<file path="src/rtl/if_fetch_stage.sv">
// Instruction-fetch stage: PC register, IF/ID pipeline latch and FETCH/HALTED control.
// Define IF_SKID_BUFFER_EN to add a one-entry skid buffer that captures hits arriving during a stall.
module if_fetch_stage #(
    parameter logic [31:0] PC_INIT = 32'h00000000
) (
    input  logic        CLK,
    input  logic        nRST,
    input  logic        ihit,
    input  logic [31:0] imemload,
    output logic        imemREN,
    output logic [31:0] imemaddr,
    input  logic        stall,
    input  logic        redirect_en,
    input  logic [31:0] redirect_pc,
    input  logic        halt,
    output logic [31:0] instr,
    output logic [31:0] pc4,
    output logic        valid
);

    typedef enum logic {
        FETCH  = 1'b0,
        HALTED = 1'b1
    } state_t;

    state_t      state_q, state_d;
    logic [31:0] pc_q, pc_d;
    logic [31:0] instr_q, instr_d;
    logic [31:0] pc4_q, pc4_d;
    logic        valid_q, valid_d;
    logic [31:0] pc_plus4;

`ifdef IF_SKID_BUFFER_EN
    logic        skid_full_q, skid_full_d;
    logic [31:0] skid_instr_q, skid_instr_d;
    logic [31:0] skid_pc4_q, skid_pc4_d;
`endif

    assign pc_plus4 = pc_q + 32'd4;

    always_comb begin
        state_d = state_q;
        pc_d    = pc_q;
        instr_d = instr_q;
        pc4_d   = pc4_q;
        valid_d = valid_q;
`ifdef IF_SKID_BUFFER_EN
        skid_full_d  = skid_full_q;
        skid_instr_d = skid_instr_q;
        skid_pc4_d   = skid_pc4_q;
`endif
        case (state_q)
            FETCH: begin
                // Priority: redirect, then halt, then stall, then a cache hit.
                if (redirect_en) begin
                    pc_d    = {redirect_pc[31:2], 2'b00};
                    valid_d = 1'b0;
                    instr_d = 32'h0;
`ifdef IF_SKID_BUFFER_EN
                    skid_full_d = 1'b0;
`endif
                end else if (halt && valid_q) begin
                    state_d = HALTED;
                    valid_d = 1'b0;
                    instr_d = 32'h0;
                end else if (stall) begin
`ifdef IF_SKID_BUFFER_EN
                    if (ihit && !skid_full_q) begin
                        skid_full_d  = 1'b1;
                        skid_instr_d = imemload;
                        skid_pc4_d   = pc_plus4;
                        pc_d         = pc_plus4;
                    end
`endif
                end
`ifdef IF_SKID_BUFFER_EN
                else if (skid_full_q) begin
                    instr_d     = skid_instr_q;
                    pc4_d       = skid_pc4_q;
                    valid_d     = 1'b1;
                    skid_full_d = 1'b0;
                end
`endif
                else if (ihit) begin
                    instr_d = imemload;
                    pc4_d   = pc_plus4;
                    valid_d = 1'b1;
                    pc_d    = pc_plus4;
                end else begin
                    instr_d = 32'h0;
                    valid_d = 1'b0;
                end
            end
            HALTED: begin
                valid_d = 1'b0;
                instr_d = 32'h0;
            end
            default: begin
                state_d = FETCH;
            end
        endcase
    end

    always_ff @(posedge CLK or negedge nRST) begin
        if (!nRST) begin
            state_q <= FETCH;
            pc_q    <= PC_INIT;
            instr_q <= 32'h0;
            pc4_q   <= 32'h0;
            valid_q <= 1'b0;
`ifdef IF_SKID_BUFFER_EN
            skid_full_q  <= 1'b0;
            skid_instr_q <= 32'h0;
            skid_pc4_q   <= 32'h0;
`endif
        end else begin
            state_q <= state_d;
            pc_q    <= pc_d;
            instr_q <= instr_d;
            pc4_q   <= pc4_d;
            valid_q <= valid_d;
`ifdef IF_SKID_BUFFER_EN
            skid_full_q  <= skid_full_d;
            skid_instr_q <= skid_instr_d;
            skid_pc4_q   <= skid_pc4_d;
`endif
        end
    end

`ifdef IF_SKID_BUFFER_EN
    assign imemREN = (state_q == FETCH) && !skid_full_q;
`else
    assign imemREN = (state_q == FETCH);
`endif

    assign imemaddr = pc_q;
    assign instr    = instr_q;
    assign pc4      = pc4_q;
    assign valid    = valid_q;

endmodule
</file>
<file path="config.mk">
export PLATFORM = sky130hd
export DESIGN_NAME = if_fetch_stage
export DESIGN_NICKNAME = d
export VERILOG_FILES = /design/src/rtl/if_fetch_stage.sv
export SDC_FILE = /design/constraint.sdc
export NUM_CORES = 1
export LEC_CHECK = 0
export BUFFER_PORTS_ARGS = -buffer_cell sky130_fd_sc_hd__buf_4
export CAP_MARGIN = 10
export CORE_MARGIN = 5
export CORE_UTILIZATION = 53
export DETAILED_ROUTE_END_ITERATION = 8
export PLACE_DENSITY = 0.85
export SLEW_MARGIN = 25
export SYNTH_ARGS = -nofsm -noshare
export SYNTH_HDL_FRONTEND = slang
export SYNTH_SLANG_ARGS = --single-unit
</file>
<file path="constraint.sdc">
create_clock -name CLK -period 5 [get_ports CLK]
set_clock_uncertainty 0.05 [all_clocks]
set_input_delay 0.75 -clock CLK [delete_from_list [all_inputs] [get_ports CLK]]
set_output_delay 0.75 -clock CLK [all_outputs]
set_load 0.1 [all_outputs]
</file>
==> results of run 1 <==
==> path summary, 6_finish.rpt <==
kind	from	endpoint	slack (ns)	cells after the start
max in group asynchronous	nRST	pc4[3]$_DFFE_PN0P_	3.52	2
min in group CLK	pc4[13]$_DFFE_PN0P_	pc4[13]$_DFFE_PN0P_	0.44	2
worst max register to register	valid$_DFFE_PN0P_	imemaddr[25]$_DFFE_PN0P_	2.51	5
worst max-delay path	redirect_en	imemaddr[25]$_DFFE_PN0P_	2.21	6
worst min-delay path	nRST	pc4[8]$_DFFE_PN0P_	0.32	1
worst min register to register	pc4[13]$_DFFE_PN0P_	pc4[13]$_DFFE_PN0P_	0.44	2
==> per-layer routing <==
layer | share of wire (%) | global-route usage, %
met1 | 41 | 33.8
met2 | 47 | 38.1
met3 | 9.8 | 6.62
met4 | 1.7 | 8.78
met5 | 0 | 0
==> power by group through the flow <==
stage	Clock [mW]	Sequential, mW	Combinational (mW)
floorplan	0	0.947	0.0629
global placement	0	0.817	0.289
detailed placement	0	0.818	0.293
CTS	0.603	0.803	0.293
global route	0.630	0.807	0.306
finish	0.595	0.804	0.291
==> registers in the layout, summed over array words and instances (netlist names) <==
name      flops
instr        32
state_q       1
valid         1
imemaddr     30
pc4          30
==> cell usage in the layout, fill, tap and decap left out, types with 3 or more instances in the layout <==
cell and count:
buf_4 164, dfrtp_1 94, nand2_1 58, o21ai_0 36
a22o_1 32, nand3_1 28, nor2_1 24, and3_1 14
xor2_1 13, a21oi_1 12, xnor2_1 11, nand4_1 9
clkbuf_8 9, a22oi_1 8, o2bb2ai_1 8, inv_1 6
nor3_1 6, o311ai_0 6, o22ai_1 5, or3_1 4
o211ai_1 4, a31oi_1 4, mux2i_1 4, conb_1 4
and2_1 3, a2bb2oi_1 3, bufinv_16 3
==> per-stage QoR <==
stage	setup WS, ns	std cells	power [mW]	hold slack [ns]
floorplan	2.36	459	1.01	0.404
global placement	1.94	691	1.11	0.414
detailed placement	1.86	691	1.11	0.423
CTS	2.22	706	1.70	0.337
global route	2.05	706	1.74	0.362
finish	2.21	706	1.69	0.321
==> worst register-to-register path: stages (launching register included) <==
cell and delay [ns]:
dfrtp_1 0.43, a211oi_1 0.37, nand3_2 0.45, buf_4 0.44, or4_4 0.57, o311ai_1 0.10
==> layout make-up <==
type	instances	area [µm²]	area share (%)
Sequential cell	94	2350	39.4
Multi-Input combinational cell	322	2000	33.5
Timing Repair Buffer	164	1230	20.6
Tap cell	105	131	2.20
Clock buffer	9	124	2.08
Clock inverter	6	111	1.87
Inverter	6	22.5	0.377
==> cells by family after synthesis <==
logic type,after synthesis,synth area share (%)
XOR/XNOR,24,4.66
AND/OR/NAND/NOR,162,18.4
flip-flops,94,52.2
other,1,0.0832
AO/OA/AOI/OAI,127,19.6
multiplexers,4,0.888
buffers and inverters,43,3.94
adder cells (fa/ha/maj),1,0.277
==> flow_summary_export.csv, run 1 <==
group,metric,value,unit
sta,fmax,359,MHz
setup_path,path_common_cell,"buf_4",
die,fp.dieW,102,µm
status,outcome,"finished clean",
die,rows,33,
layout,insertedDiodeCount,0,
clocking,clock-sinks,94,
synthesis,synth_top_cell_by_area,"dfrtp_1",
pwr,p_switching,0.503,mW
clocking,hold_buffers,0,
pwr,peakVddDrop,126,µV
global_route,antenna_found_initial,0,
place,place_congestion,0.888,
pwr,pwr-share-clk,35.2,%
layout,area_growth,32.4,%
synthesis,ys_ff_latch,94,
setup_path,worstSetupPathType,"in -> reg",
synthesis,yosys.cell_types.count,47,
global_route,first_global_vias,3946,
die,ioPinCount,168,
pwr,power.internal,1.19,mW
layout,nNetsFinal,668,
synthesis,synth_top_cells_by_area,"dfrtp_1 (52%), a22o_1 (6.2%), nand2_1 (4.8%), o21ai_0 (4.0%), nand3_1 (3.2%)",
place,placed_area,0.00573,mm²
sta,fin_tns_setup,0,ns
sta,post-route-period-util,55.7,%
synthesis,synth-seq-area-share,52.2,%
synthesis,syn_avg_cell_area,9.89,µm²
setup_path,crit_chain,"buf_4 > a211oi_1 > nand3_2 > buf_4 > or4_4 > o311ai_1",
place,io_buffers,161,
setup_path,crit_path_top_delay_cell,"or4_4",
place,dp_hpwl,9160,µm
die,start_util,54.6,%
route,wl,12700,µm
route,ant_nets,0,
pwr,power_density,283,mW/mm²
sta,drv_slew,0,
synthesis,synth-edff-count,0,
global_route,grt_overflow,0,
global_route,grt_first_pass_wirelength,20200,µm
worst_hold_path,worstHoldPathType,"in -> async",
sta,rsz0062_at_grt,"false",
die,die_h,102,µm
route,avgViaCountPerCell,5.78,
global_route,grt_max_degree,52,
synthesis,ys_warn_count,0,
synthesis,synthArstFlopShare,100,%
layout,design_area,0.00597,mm²
sta,hold_viol_final,0,
layout,post-route-util,72.3,%
die,dieArea,0.0105,mm²
global_route,grt_use_total,24.7,%
sta,setup_viol,0,
die,core,0.00826,mm²
pwr,power.sequential.fraction,47.6,%
route,wl_per_cell,18.0,µm
sta,tightest_slew,0.848,ns
clocking,ctsRootBufferMaster,"clkbuf_8",
setup_path,worst_setup_path_end_kind,"register",
setup_path,crit_buf_inv,2,
route,drt_first_pass_iters,5,
pwr,power_leakage,2.89,nW
setup_path,worstPathMaxFanout,51,
synthesis,synth_top_area_share,52.2,%
route,route.detailed.drc,0,
synthesis,synth_cells,456,
clocking,clockBufferDepth,2,
sta,fin_crit,2.79,ns
sta,maxSlewHeadroom,43.3,%
pwr,pwr-share-comb,17.2,%
route,drtIter0Drc,200,
clocking,post_cts_buffers,0,
clocking,clk_pin_slew,0.09,ns
setup_path,critPathMaxStageDelay,0.56,ns
synthesis,syn-cell-area,0.00451,mm²
setup_path,crit_family,"simple AND/OR/NAND/NOR gates",
clocking,cts_resized,0,
synthesis,synth_flop_cell,"dfrtp_1",
layout,drive_above_1_share,31.6,%
clocking,cts_tree,"built",
synthesis,synth_most_common_cell,"dfrtp_1",
layout,fill_cells,617,
setup_path,worstPathRequired,5.21,ns
clocking,clk_latency,0.36,ns
flow_run,cap_violations,0,
pwr,swShare,29.8,%
clocking,htree_levels,3,
setup_path,cp-start-kind,"input port",
clocking,cts_buffers,9,
synthesis,synth_common_cells,"dfrtp_1 (94), nand2_1 (58), o21ai_0 (36), a22o_1 (32), clkbuf_1 (30)",
route,num_vias,4081,
setup_path,arrival,2.99,ns
Note: power is estimated with default switching activity, not from simulation.
==> run 2, diff against run 1 <==
--- a/config.mk
+++ b/config.mk
@@ -8,9 +8,9 @@
 export BUFFER_PORTS_ARGS = -buffer_cell sky130_fd_sc_hd__buf_4
 export CAP_MARGIN = 10
 export CORE_MARGIN = 5
-export CORE_UTILIZATION = 53
+export CORE_UTILIZATION = 49
 export DETAILED_ROUTE_END_ITERATION = 8
-export PLACE_DENSITY = 0.85
+export PLACE_DENSITY = 0.8
 export SLEW_MARGIN = 25
 export SYNTH_ARGS = -nofsm -noshare
 export SYNTH_HDL_FRONTEND = slang
==> constraint.sdc (replaced) <==
create_clock -name CLK -period 2.6 [get_ports CLK]
set_clock_uncertainty 0.05 [all_clocks]
set_input_delay 0.39 -clock CLK [delete_from_list [all_inputs] [get_ports CLK]]
set_output_delay 0.39 -clock CLK [all_outputs]
set_load 0.1 [all_outputs]
==> flow_summary_export.csv, run 2 (synthesized netlist as in run 1, its figures left out) <==
group,metric,value,unit
die,core,0.00911,mm²
setup_path,crit_start,"imemaddr[15]$_DFFE_PN0P_",
layout,insertedDiodeCount,0,
route,drt_first_pass_iters,7,
clocking,htree_levels,3,
route,drtIter0Drc,277,
clocking,cts_resized,0,
sta,setup_viol,0,
setup_path,arrival,2.38,ns
sta,fin_crit,2.15,ns
layout,drive_above_1_share,32.7,%
setup_path,worstPathRequired,2.83,ns
sta,post-route-period-util,82.6,%
global_route,grt_use_total,22.3,%
worst_hold_path,worstHoldPathType,"in -> async",
global_route,grt_first_pass_wirelength,20000,µm
place,placed_area,0.00584,mm²
route,num_vias,3987,
place,dp_hpwl,9080,µm
clocking,clock-sinks,94,
clocking,cts_buffers,9,
setup_path,crit_path_top_delay_cell,"nor3_1",
route,route.detailed.drc,0,
setup_path,crit_chain,"nand3_1 > nor3_1 > nand4_1 > a21oi_1 > a2bb2oi_1",
route,wl,12400,µm
route,wl_per_cell,17.1,µm
setup_path,crit_family,"simple AND/OR/NAND/NOR gates",
clocking,clk_pin_slew,0.10,ns
clocking,cts_tree,"built",
clocking,clk_latency,0.36,ns
pwr,power_leakage,2.93,nW
place,place_congestion,0.899,
layout,nNetsFinal,677,
route,ant_nets,0,
route,avgViaCountPerCell,5.52,
pwr,power_density,527,mW/mm²
layout,layout.cells.most_common,"buf_4",
clocking,ctsRootBufferMaster,"clkbuf_8",
place,post-place-ws,0.411,ns
layout,largest_reg_flops,32,
global_route,first_global_vias,3952,
setup_path,r2r_start,"imemaddr[15]$_DFFE_PN0P_",
clocking,clockBufferDepth,2,
global_route,grt_overflow,0,
setup_path,critPathMaxStageDelay,0.59,ns
place,io_buffers,161,
layout,post-route-util,66.5,%
global_route,antenna_found_initial,0,
pwr,peakVddDrop,252,µV
setup_path,crit_buf_inv,0,
die,fp.dieW,106,µm
setup_path,cp-start-kind,"register",
sta,rsz0062_at_grt,"false",
die,dieArea,0.0112,mm²
sta,drv_slew,0,
sta,maxSlewHeadroom,47.0,%
die,rows,35,
setup_path,crit_cells,5,
layout,final_cell_mix,"buf_4 (171), dfrtp_1 (92), nand2_1 (58)",
setup_path,worstPathMaxFanout,8,
global_route,grt_max_degree,56,
setup_path,worst_setup_path_end_kind,"register",
die,start_util,49.5,%
clocking,post_cts_buffers,0,
sta,fmax,466,MHz
layout,design_area,0.00606,mm²
sta,fin_tns_setup,0,ns
setup_path,r2r_cells,5,
die,ioPinCount,168,
sta,worst_slack,0.453,ns
sta,hold_viol_final,0,
clocking,hold_buffers,0,
flow_run,cap_violations,0,
layout,area_growth,34.4,%
die,die_h,106,µm
setup_path,worstSetupPathType,"reg -> reg",
status,outcome,"finished clean",
sta,tightest_slew,0.794,ns
==> run 2: worst paths after layout <==
check / end / slack, ns
max in group asynchronous: instr[2]$_DFFE_PN0P_ / 1.81
max reg2reg: imemaddr[30]$_DFFE_PN0P_ / 0.45
max: imemaddr[30]$_DFFE_PN0P_ / 0.45
min in group CLK: instr[14]$_DFFE_PN0P_ / 0.20
min: pc4[6]$_DFFE_PN0P_ / 0.02
min reg2reg: pc4[31]$_DFFE_PN0P_ / 0.44
==> run 2: per-stage QoR <==
| step | instances | hold slack, ns | total power, mW |
|---|---|---|---|
| after floorplan | 459 | 0.0444 | 1.94 |
| after global placement | 706 | 0.412 | 2.13 |
| after detailed placement | 706 | 0.423 | 2.14 |
| after CTS | 722 | 0.0436 | 3.21 |
| after global routing | 722 | 0.0829 | 3.32 |
| final | 722 | 0.0197 | 3.20 |
==> run 2: per-layer routing <==
metal,global-route usage [%],routed length [µm],up-vias,part of all wire (%)
met5,0,0,-,0
met4,6.38,180,0,1.5
met3,5.95,1070,16,8.7
met2,35.6,5700,174,46
met1,30.0,5410,1853,44
li1,-,-,1944,-
==> run 2: cell type report <==
class | count | area (µm²)
Clock buffer | 11 | 141
Clock inverter | 5 | 82.6
Fill cell | 694 | 3050
Inverter | 6 | 22.5
Multi-Input combinational cell | 322 | 2000
Sequential cell | 94 | 2350
Tap cell | 111 | 139
Timing Repair Buffer | 173 | 1320
==> run 2: report_power, final <==
group	total (mW)	internal, mW	switching, mW
registers	1.54	1.50	0.0486
logic	0.562	0.157	0.405
clock network	1.09	0.569	0.520
total	3.20	2.22	0.974
